## src/rtl/msg_event_decoder.sv

```systemverilog
// Decodes ASCII command frames ("IFM-EU-#", "BDM-#", "END-#", ...) from a UART
// byte stream into one-cycle event pulses, a sticky stop flag and a frame count.
module msg_event_decoder #(
    parameter int TIMEOUT_CYCLES = 2500000
) (
    input  logic       clock,
    input  logic       rst_n,
    input  logic [7:0] rx_data,
    input  logic       rx_valid,
    output logic       ifm_eu,
    output logic       ifm_ru,
    output logic       ifm_cu,
    output logic       fim_eu,
    output logic       fim_ru,
    output logic       fim_cu,
    output logic       bdm,
    output logic       stop,
    output logic       frame_err,
    output logic [7:0] frame_cnt
);

    localparam int TW = $clog2(TIMEOUT_CYCLES + 1);
    localparam logic [TW-1:0] TIMER_MAX = TW'(TIMEOUT_CYCLES - 1);

    typedef enum logic [2:0] {IDLE, C1, C2, D1, U1, U2, D2, TERM} state_t;

    state_t        state, state_n;
    logic [7:0]    code, code_n;
    logic [7:0]    unit, unit_n;
    logic [TW-1:0] timer;
    logic [6:0]    evt_q, evt_n;
    logic          end_n, err_n, ok, timeout_hit;

    assign timeout_hit = (state != IDLE) && !rx_valid && (timer == TIMER_MAX);

    always_comb begin
        state_n = state;
        code_n  = code;
        unit_n  = unit;
        evt_n   = '0;
        end_n   = 1'b0;
        err_n   = 1'b0;
        ok      = 1'b0;
        if (rx_valid) begin
            case (state)
                C1: begin
                    ok = (code == "I" && rx_data == "F") || (code == "F" && rx_data == "I") ||
                         (code == "B" && rx_data == "D") || (code == "E" && rx_data == "N");
                    state_n = C2;
                end
                C2: begin
                    ok = (code == "E") ? (rx_data == "D") : (rx_data == "M");
                    state_n = D1;
                end
                D1: begin
                    ok = (rx_data == "-");
                    state_n = (code == "I" || code == "F") ? U1 : TERM;
                end
                U1: begin
                    ok = (rx_data == "E" || rx_data == "R" || rx_data == "C");
                    unit_n  = rx_data;
                    state_n = U2;
                end
                U2: begin
                    ok = (rx_data == "U");
                    state_n = D2;
                end
                D2: begin
                    ok = (rx_data == "-");
                    state_n = TERM;
                end
                TERM: begin
                    ok = (rx_data == "#");
                    state_n = IDLE;
                    if (ok) begin
                        case (code)
                            "I": evt_n = (unit == "E") ? 7'b1000000 :
                                         (unit == "R") ? 7'b0100000 : 7'b0010000;
                            "F": evt_n = (unit == "E") ? 7'b0001000 :
                                         (unit == "R") ? 7'b0000100 : 7'b0000010;
                            "B": evt_n = 7'b0000001;
                            default: end_n = 1'b1;
                        endcase
                    end
                end
                default: ok = 1'b0;
            endcase
            // A rejected byte is treated as if it arrived in IDLE, so it may start a new frame.
            if (state == IDLE || !ok) begin
                err_n  = (state != IDLE);
                unit_n = unit;
                if (rx_data == "I" || rx_data == "F" || rx_data == "B" || rx_data == "E") begin
                    state_n = C1;
                    code_n  = rx_data;
                end else begin
                    state_n = IDLE;
                end
            end
        end else if (timeout_hit) begin
            err_n   = 1'b1;
            state_n = IDLE;
        end
    end

    always_ff @(posedge clock or negedge rst_n) begin
        if (!rst_n) begin
            state     <= IDLE;
            code      <= '0;
            unit      <= '0;
            timer     <= '0;
            evt_q     <= '0;
            frame_err <= 1'b0;
            stop      <= 1'b0;
            frame_cnt <= '0;
        end else begin
            state     <= state_n;
            code      <= code_n;
            unit      <= unit_n;
            timer     <= (state == IDLE || rx_valid || timeout_hit) ? '0 : timer + 1'b1;
            evt_q     <= evt_n;
            frame_err <= err_n;
            stop      <= stop | end_n;
            if (evt_n != '0 || end_n)
                frame_cnt <= frame_cnt + 8'd1;
        end
    end

    assign {ifm_eu, ifm_ru, ifm_cu, fim_eu, fim_ru, fim_cu, bdm} = evt_q;

endmodule

```

## config.mk

```make
export PLATFORM = sky130hd
export DESIGN_NAME = msg_event_decoder
export DESIGN_NICKNAME = d
export VERILOG_FILES = /design/src/rtl/msg_event_decoder.sv
export SDC_FILE = /design/constraint.sdc
export NUM_CORES = 1
export LEC_CHECK = 0
export CAP_MARGIN = 10
export CORE_MARGIN = 1
export CORE_UTILIZATION = 40
export DETAILED_ROUTE_END_ITERATION = 6
export SLEW_MARGIN = 5
export SYNTH_ARGS = -nofsm -noshare
export SYNTH_HDL_FRONTEND = slang
export SYNTH_SLANG_ARGS = --single-unit
export TNS_END_PERCENT = 50
```

## constraint.sdc

```tcl
create_clock -name clock -period 2.6 [get_ports clock]
set_input_delay 0.52 -clock clock [delete_from_list [all_inputs] [get_ports clock]]
set_output_delay 0.52 -clock clock [all_outputs]
set_load 0.02 [all_outputs]
```

# Word level (Yosys, flattened, before mapping)
# Index checks and enable logic that the tools add are counted.
# Widths: inputs -> output; s select.
[classes] n_addsub=2 eq_ne=27 n_mux=25 bitwise_logic=2 reduce_logical=30
[ops] cell="$eq 8x7->1 const B" n=16
[ops] cell="$mux 7" n=4
[ops] cell="$add 22x1->22 const B" n=1
[ops] cell="$eq 22x22->1 const B" n=1
[ops] cell="$mux 22" n=1
[ops] cell="$pmux 3 s7" n=1
[ops] cell="$pmux 7 s3" n=1
[ops] cell="$eq 8x6->1 const B" n=2
[ops] cell="$logic_or 1x1->1" n=13
[ops] cell="$eq 3x3->1 const B" n=4
[ops] cell="$mux 3" n=4
[ops] cell="$mux 1" n=10
[ops] cell="$ne 9x1->1 const B" n=1
[ops] cell="$add 8x1->8 const B" n=1
[ops] cell="$reduce_bool 7->1" n=1
[ops] cell="$eq 3x2->1 const B" n=2
[ops] cell="$logic_and 1x1->1" n=6
[ops] cell="$mux 6" n=1
[ops] cell="$pmux 1 s6" n=1
[ops] cell="$reduce_and 3->1" n=2
[ops] cell="$mux 4" n=1
[ops] cell="$eq 3x1->1 const B" n=1
[ops] cell="$logic_not 3->1" n=1
[ops] cell="$reduce_bool 3->1" n=1
[ops] cell="8 further kinds" n=9
[totals] ff_bits=58 in_bits=11 out_inout_bits=17 word_cells=94

# Depth between registers and ports, before layout
# Gate-level depths: netlist of run 1.
[logic_depth] word_depth=11 mapped_depth=7 mapped_depth_nobuf=7

# Worst setup path before layout of run 1
# OpenSTA, ideal clock, no wires.
[synth_path] path_kind="input-to-reg" from="input rx_data[4]" to="register unit[0]" setup_time_ns=0.125 arrival_time_ns=2.202 t_required_ns=2.475 setup_slack_ns=0.273 cell_stages=6 n_path_buf=0 path_cell_list="or3b_4 -> a2111o_1 -> a211oi_4 -> o41ai_4 -> nor2_8 -> mux2_4"
[synth_via] elab_chain_cells=11 word_cells_on_any_way=27 cone_classes="eq/ne (11); mux (3); bitwise (1); reduce/logical (12)"
[synth_rtl] item="start: declaration" line_no="8" rtl="input logic [7:0] rx_data,"
[synth_rtl] item="$eq 8x7->1" line_no="47" rtl="ok = (code == \"I\" && rx_data == \"F\") || (code == \"F\" && rx_data == \"I\") ||"
[synth_rtl] item="$logic_and 1x1->1" line_no="47"
[synth_rtl] item="$logic_or 1x1->1 (2 in series)" line_no="47"
[synth_rtl] item="$logic_or 1x1->1" line_no="48" rtl="(code == \"B\" && rx_data == \"D\") || (code == \"E\" && rx_data == \"N\");"
[synth_rtl] item="$pmux 1 s6 (*)" line_no="45" rtl="case (state)"
[synth_rtl] item="$mux 1 (*)" line_no="44" rtl="if (rx_valid) begin"
[synth_rtl] item="$logic_not 1->1 (*)" line_no="89" rtl="if (state == IDLE || !ok) begin"
[synth_rtl] item="$logic_or 1x1->1 (*)" line_no="89"
[synth_rtl] item="$not 1->1 (no line) (*)"
[synth_rtl] item="$reduce_and 3->1 (no line) (*)"
[synth_rtl] item="end signal: assignment" line_no="118" rtl="unit <= unit_n;"
[synth_rtl] item="end: declaration" line_no="29" rtl="logic [7:0] unit, unit_n;"
# Mark *: on every way between the ends. The rest lies on a longest branch, timed or not. The select of a mux whose other input is x is not followed.
# A chain may end at the register's enable or synchronous reset.

# Worst setup path after layout of run 1
[layout_path] from="input rx_data[5]" to="register unit[4]"
# Same word-level chain as after synthesis.

==> reports/metrics.cfg, run 1 <==
[clock_tree]
clock_sinks = 58
hold_buffers = 0
root_buffer = clkbuf_8
cts_htree_levels = 3
path_clk_slew_ns = 0.07
cts_buffer_depth = 2
post_cts_buffers = 0
cts_resized = 0
insertion_delay_ns = 0.34
cts_tree = yes
cts_buffers = 9

[floorplan]
die_area_um2 = 7770
core-area_um2 = 7210
chipWidth_um = 88.2
io_pins = 28
start_util_pct = 41.2
row_count = 31
die_h_um = 88.2

[grt]
track_usage_pct = 18.5
grt_overflow = 0
grt_pass1_wl_mm = 10.6
grt_max_degree = 29
antenna_found_initial = 0
grt_pass1_vias = 2233

[detailed_routing]
final_antenna_net_count = 0
met2_length_mm = 2.90
vias_per_cell = 5.12
wire_per_inst_um = 13.9
first_pass_iters = 4
drc = 0
top_layer_used = met4
drtIter0Drc = 157
drt_wl_total_mm = 6.26
route.met3.wl_um = 235
num_vias = 2308
met1Wirelength_mm = 3.01

[sta]
hold_violations = 0
setup_violations = 0
slew_headroom_pct = 59.1
layout_min_cycle_time_ns = 2.53
finalCritPeriodShare_pct = 97.4
fin_tns_setup_ns = 0
worst_pin_slew_ns = 0.608
clock_skew_ns = 0.0104
fmax_mhz = 395
rsz0062_at_grt = no
slew_violations = 0

[worst_setup_path]
r2r.worst_path.cells = 6
path_cells = clkdlybuf4s50_1 -> or3b_4 -> a2111o_1 -> a211oi_4 -> o41ai_4 -> nor2_8 -> mux2_4
worstSetupStartpointType = input pin
rr_endpoint = unit[4]
worstPathRequired_ns = 2.82
crit_path_start = rx_data[5]
ff2ff_setup_slack_ns = 0.41
end_kind = flop
path_class = in2reg
crit_slowest_cell = clkdlybuf4s50_1
crit_path_max_fanout = 7
worstReg2RegStart = code[3]
crit_path_end = unit[4]
worst_ep_arrival_time_ns = 2.76
critPathMaxStageDelay_ns = 0.50

[power_and_ir_drop]
leakage_nw = 1.65
powerDensity_nw_per_um2 = 536
ir_worst_vdd_mv = 0.204

[cells_and_area]
most-common-layout-cells = dfrtp_1 (58), buf_4 (37), nor2_1 (36), clkdlybuf4s50_1 (26), nand2_1 (23)
multi_input_area_um2 = 1460
fillers = 667
nNetsFinal = 360
regArea_um2 = 1450
n_antenna_cell = 0
layout-drive-gt1-share_pct = 20.7
syn_to_final_growth_pct = 29.4
utilization_pct = 53.2
layout_commonest_cell = dfrtp_1

[placed_design]
gp_congestion = 0.796
hpwl_mm = 4.65
io_buffers = 27

[logic_synthesis]
synthArstFlopShare_pct = 100
synth-main-ff-cell = dfrtp_1
syn_inst = 280
ys_warn_count = 0
synth_nets = 293
synth_edf_count = 0
synth_area_per_cell_um2 = 10.6
ys_seq_area_share_pct = 48.9
ys_ff_latch = 58
netlist_area_um2 = 2970
netlist-cell-type-count = 56

[status]
status = completed

[flow_run]
drv_cap = 0

[min_path]
hold_class = in2async

sequential cells by signal, indices dropped and copies added, names as in the netlist:
signal and cells:
unit 8, frame_err 1, timer 22, frame_cnt 8
state 3, stop 1, code 8, evt_q 7
layout make-up:
class / count / area share (%)
inverter: 8 / 0.782
multi-input combinational: 206 / 38.0
tap: 99 / 3.22
timing repair buffer: 64 / 14.1
sequential: 58 / 37.8
clock buffer: 11 / 3.42
clock inverter: 5 / 2.67
power by group:
group          internal [mW]  switching [mW]  total (mW)
sequential             0.916          0.0153       0.931
clock                  0.636           0.355       0.991
combinational         0.0724          0.0658       0.138
kinds of logic (layout without fill, tap and decap cells):
logic type	Yosys count	after routing	synth area share (%)
buf+inv	16	88	2.15
xor+xnor	28	28	8.26
compound gates	26	26	7.63
fa+ha+maj	2	2	0.843
mux	9	9	3.92
flops	58	58	48.9
simple gates	141	141	28.3
metrics by stage:
stage / instance area (um2) / hold WS (ns) / std cells / total power, mW / setup slack [ns]
2_1_floorplan: 2970 / 0.224 / 280 / 1.00 / 0.273
3_3_place_gp: 3610 / 0.441 / 435 / 1.09 / -0.253
3_5_place_dp: 3610 / 0.456 / 435 / 1.09 / -0.274
4_1_cts: 3840 / 0.184 / 451 / 2.08 / 0.0723
5_1_grt: 3840 / 0.207 / 451 / 2.14 / 0.0240
6_report: 3840 / 0.171 / 451 / 2.06 / 0.0664
how the worst min path moves through the flow:
stage,from,end,slack [ns]
6_report,rst_n,frame_cnt[6],0.17
5_1_grt,rst_n,frame_cnt[6],0.21
4_1_cts,rst_n,frame_cnt[7],0.18
3_3_place_gp,stop,stop,0.44
2_1_floorplan,rst_n,code[0],0.22
3_5_place_dp,unit[6],unit[6],0.46
per-layer routing:
layer | vias up | GRT usage [%]
li1 | 1132 | -
met1 | 1110 | 24.4
met2 | 57 | 27.9
met3 | 9 | 4.62
met4 | 0 | 10.1
met5 | - | 0
worst max-delay path, delay by kind of cell:
family                 cells  cell delay [ns]
AOI/OAI and AO/OA          3             0.85
buffers and inverters      1             0.50
muxes                      1             0.31
and+or+nand+nor            2             0.58
Yosys cell counts (6+ instances only):
cell type / count / share of area (%)
nand4_1: 10 / 2.1
nand3_1: 11 / 1.9
inv_1: 8 / 1.0
xnor2_1: 15 / 4.4
nand2b_1: 6 / 1.3
nor2_1: 36 / 4.6
nand2_1: 23 / 2.9
nor4bb_1: 7 / 2.4
dfrtp_1: 58 / 49
xor2_1: 13 / 3.8
Note: power is estimated with default switching activity, not from simulation.
==> run 2, diff against run 1 <==
--- a/config.mk
+++ b/config.mk
@@ -6,9 +6,11 @@
 export NUM_CORES = 1
 export LEC_CHECK = 0
 export CAP_MARGIN = 10
+export CORE_ASPECT_RATIO = 0.8
 export CORE_MARGIN = 1
-export CORE_UTILIZATION = 40
+export CORE_UTILIZATION = 57
 export DETAILED_ROUTE_END_ITERATION = 6
+export PLACE_DENSITY = 0.79
 export SLEW_MARGIN = 5
 export SYNTH_ARGS = -nofsm -noshare
 export SYNTH_HDL_FRONTEND = slang
==> reports/metrics.cfg, run 2 (synthesis gave the netlist of run 1 again) <==
[cells_and_area]
nNetsFinal = 358  ; -0.56%
utilization_pct = 76.4  ; +23 points
layout.cells.non_filler = 412  ; -8.6%
syn_to_final_growth_pct = 28.9
largest_register_ffs = 22  ; unchanged
multi_input_area_um2 = 1470  ; +0.86%
top_register = timer
regArea_um2 = 1450  ; unchanged
layout_commonest_cell = dfrtp_1
layout-drive-gt1-share_pct = 21.1  ; +0.40 points
most-common-layout-cells = dfrtp_1 (58), nor2_1 (36), buf_4 (34), clkdlybuf4s50_1 (25), nand2_1 (23)
fin_area_um2 = 3830  ; -0.39%
fillers = 345  ; -48%
n_antenna_cell = 0  ; unchanged

[status]
status = completed

[power_and_ir_drop]
leakage_nw = 1.67  ; +0.89%
ir_worst_vdd_mv = 0.658  ; +220%
powerDensity_nw_per_um2 = 554  ; +3.2%

[sta]
finalCritPeriodShare_pct = 96.5  ; -0.96 points
slew_violations = 0  ; unchanged
fin_hold_ws_ns = 0.195  ; +0.0243 ns
hold_violations = 0  ; unchanged
setup_violations = 0  ; unchanged
layout_min_cycle_time_ns = 2.51  ; -0.0251 ns
fmax_mhz = 399  ; +1.0%
clock_skew_ns = 0.0110  ; +0.000569 ns
worst_pin_slew_ns = 0.788  ; +0.180 ns
rsz0062_at_grt = no
slew_headroom_pct = 47.0  ; -12 points

[clock_tree]
cts_buffer_depth = 2  ; unchanged
path_clk_slew_ns = 0.07  ; about the same
clock_sinks = 58  ; unchanged
insertion_delay_ns = 0.34  ; about the same
cts_htree_levels = 3  ; unchanged
cts_tree = yes
cts_buffers = 9  ; unchanged
root_buffer = clkbuf_8
post_cts_buffers = 0  ; unchanged

[worst_setup_path]
worstPathRequired_ns = 2.83  ; about the same
rr_endpoint = unit[2]
crit_slowest_cell = clkdlybuf4s50_1
path_class = in2reg
worst_ep_arrival_time_ns = 2.74  ; -0.02 ns
crit_path_max_fanout = 7  ; unchanged
r2r.worst_path.cells = 6  ; unchanged
crit_path_start = rx_data[5]
path_cells = clkdlybuf4s50_1 -> or3b_4 -> a2111o_1 -> a211oi_4 -> o41ai_4 -> nor2_8 -> mux2_4
worstSetupStartpointType = input pin
end_kind = flop
ff2ff_setup_slack_ns = 0.33  ; -0.08 ns
critPathMaxStageDelay_ns = 0.46  ; -0.04 ns
crit_path_end = unit[2]
worstReg2RegStart = code[3]

[grt]
antenna_found_initial = 0  ; unchanged
grt_pass1_wl_mm = 10.9  ; +2.4%
grt_pass1_vias = 2315  ; +3.7%
track_usage_pct = 27.4  ; +8.9 points
grt_overflow = 0  ; unchanged
grt_max_degree = 33  ; +14%

[detailed_routing]
drtIter0Drc = 191  ; +22%
drt_wl_total_mm = 6.66  ; +6.3%
num_vias = 2322  ; +0.61%
first_pass_iters = 4  ; unchanged
vias_per_cell = 5.64  ; +10%
drc = 0  ; unchanged
wire_per_inst_um = 16.2  ; +16%
final_antenna_net_count = 0  ; unchanged

[floorplan]
io_pins = 28  ; unchanged
row_count = 23  ; -26%
chipWidth_um = 82.7  ; -6.2%
start_util_pct = 59.3  ; +18 points
core-area_um2 = 5010  ; -31%
die_h_um = 66.6  ; -25%
die_area_um2 = 5500  ; -29%

[placed_design]
hpwl_mm = 4.62  ; -0.62%
gp_congestion = 0.891  ; +12%
dpl_cell_area_um2 = 3560  ; -1.4%
io_buffers = 27  ; unchanged
dp.cells = 396  ; -9.0%

[flow_run]
drv_cap = 0  ; unchanged

[min_path]
hold_class = in2async

-- run 2: cell count changes in the layout (fill, tap and decap cells not counted), sizes merged --
cell           before  now
clkinv              1    0
dlymetal6s2s        0    1
clkdlybuf4s50      26   25
buf                38   36
clkbuf             11   12
-- run 2: per-layer routing --
layer | vias up | wire, um | GRT usage, % | share of wire [%]
li1 | 1130 | - | - | -
met1 | 1128 | 3050 | 35.8 | 46
met2 | 57 | 3210 | 42.4 | 48
met3 | 7 | 319 | 7.95 | 4.8
met4 | 0 | 75 | 11.4 | 1.1
met5 | - | 0 | 0 | 0
-- run 2: layout make-up --
class,instances,share of cell area (%)
Clock buffer,12,4.05
Timing Repair Buffer,62,14.2
Inverter,8,0.785
Sequential cell,58,37.9
Multi-Input combinational cell,206,38.5
Tap cell,62,2.03
Clock inverter,4,2.55
-- run 2: how the worst min path moves through the flow --
stage | start | end | slack [ns] | cells after the start
3_3_place_gp | unit[6] | unit[6] | 0.44 | 1
2_1_floorplan | rst_n | code[0] | 0.22 | 0
5_1_grt | rst_n | unit[6] | 0.24 | 1
6_report | rst_n | unit[6] | 0.20 | 1
4_1_cts | rst_n | unit[6] | 0.19 | 1
3_5_place_dp | unit[6] | unit[6] | 0.45 | 1
-- run 2: through the flow --
step | setup slack (ns) | TNS, ns | total power [mW]
finish | 0.0915 | 0 | 2.12
global route | 0.0470 | 0 | 2.19
CTS | 0.0994 | 0 | 2.14
detailed placement | -0.254 | -3.14 | 1.09
global placement | -0.217 | -2.70 | 1.09
floorplan | 0.273 | 0 | 1.00
-- run 2: what timing repair did --
action                     4_1_cts  5_1_grt
resized for setup                0        3
setup endpoints to repair        0        9
hold buffers                     0        0
-- run 2: power by group --
part | leakage, nW | internal, mW | switching (mW)
clock | 0.123 | 0.689 | 0.354
sequential | 0.801 | 0.916 | 0.0175
combinational | 0.744 | 0.0722 | 0.0689
-- run 2: worst max-delay path: cells and delay by family --
family / cells / cell delay (ns)
AO/OA/AOI/OAI: 3 / 0.86
buffers and inverters: 1 / 0.46
multiplexers: 1 / 0.32
AND/OR/NAND/NOR: 2 / 0.56
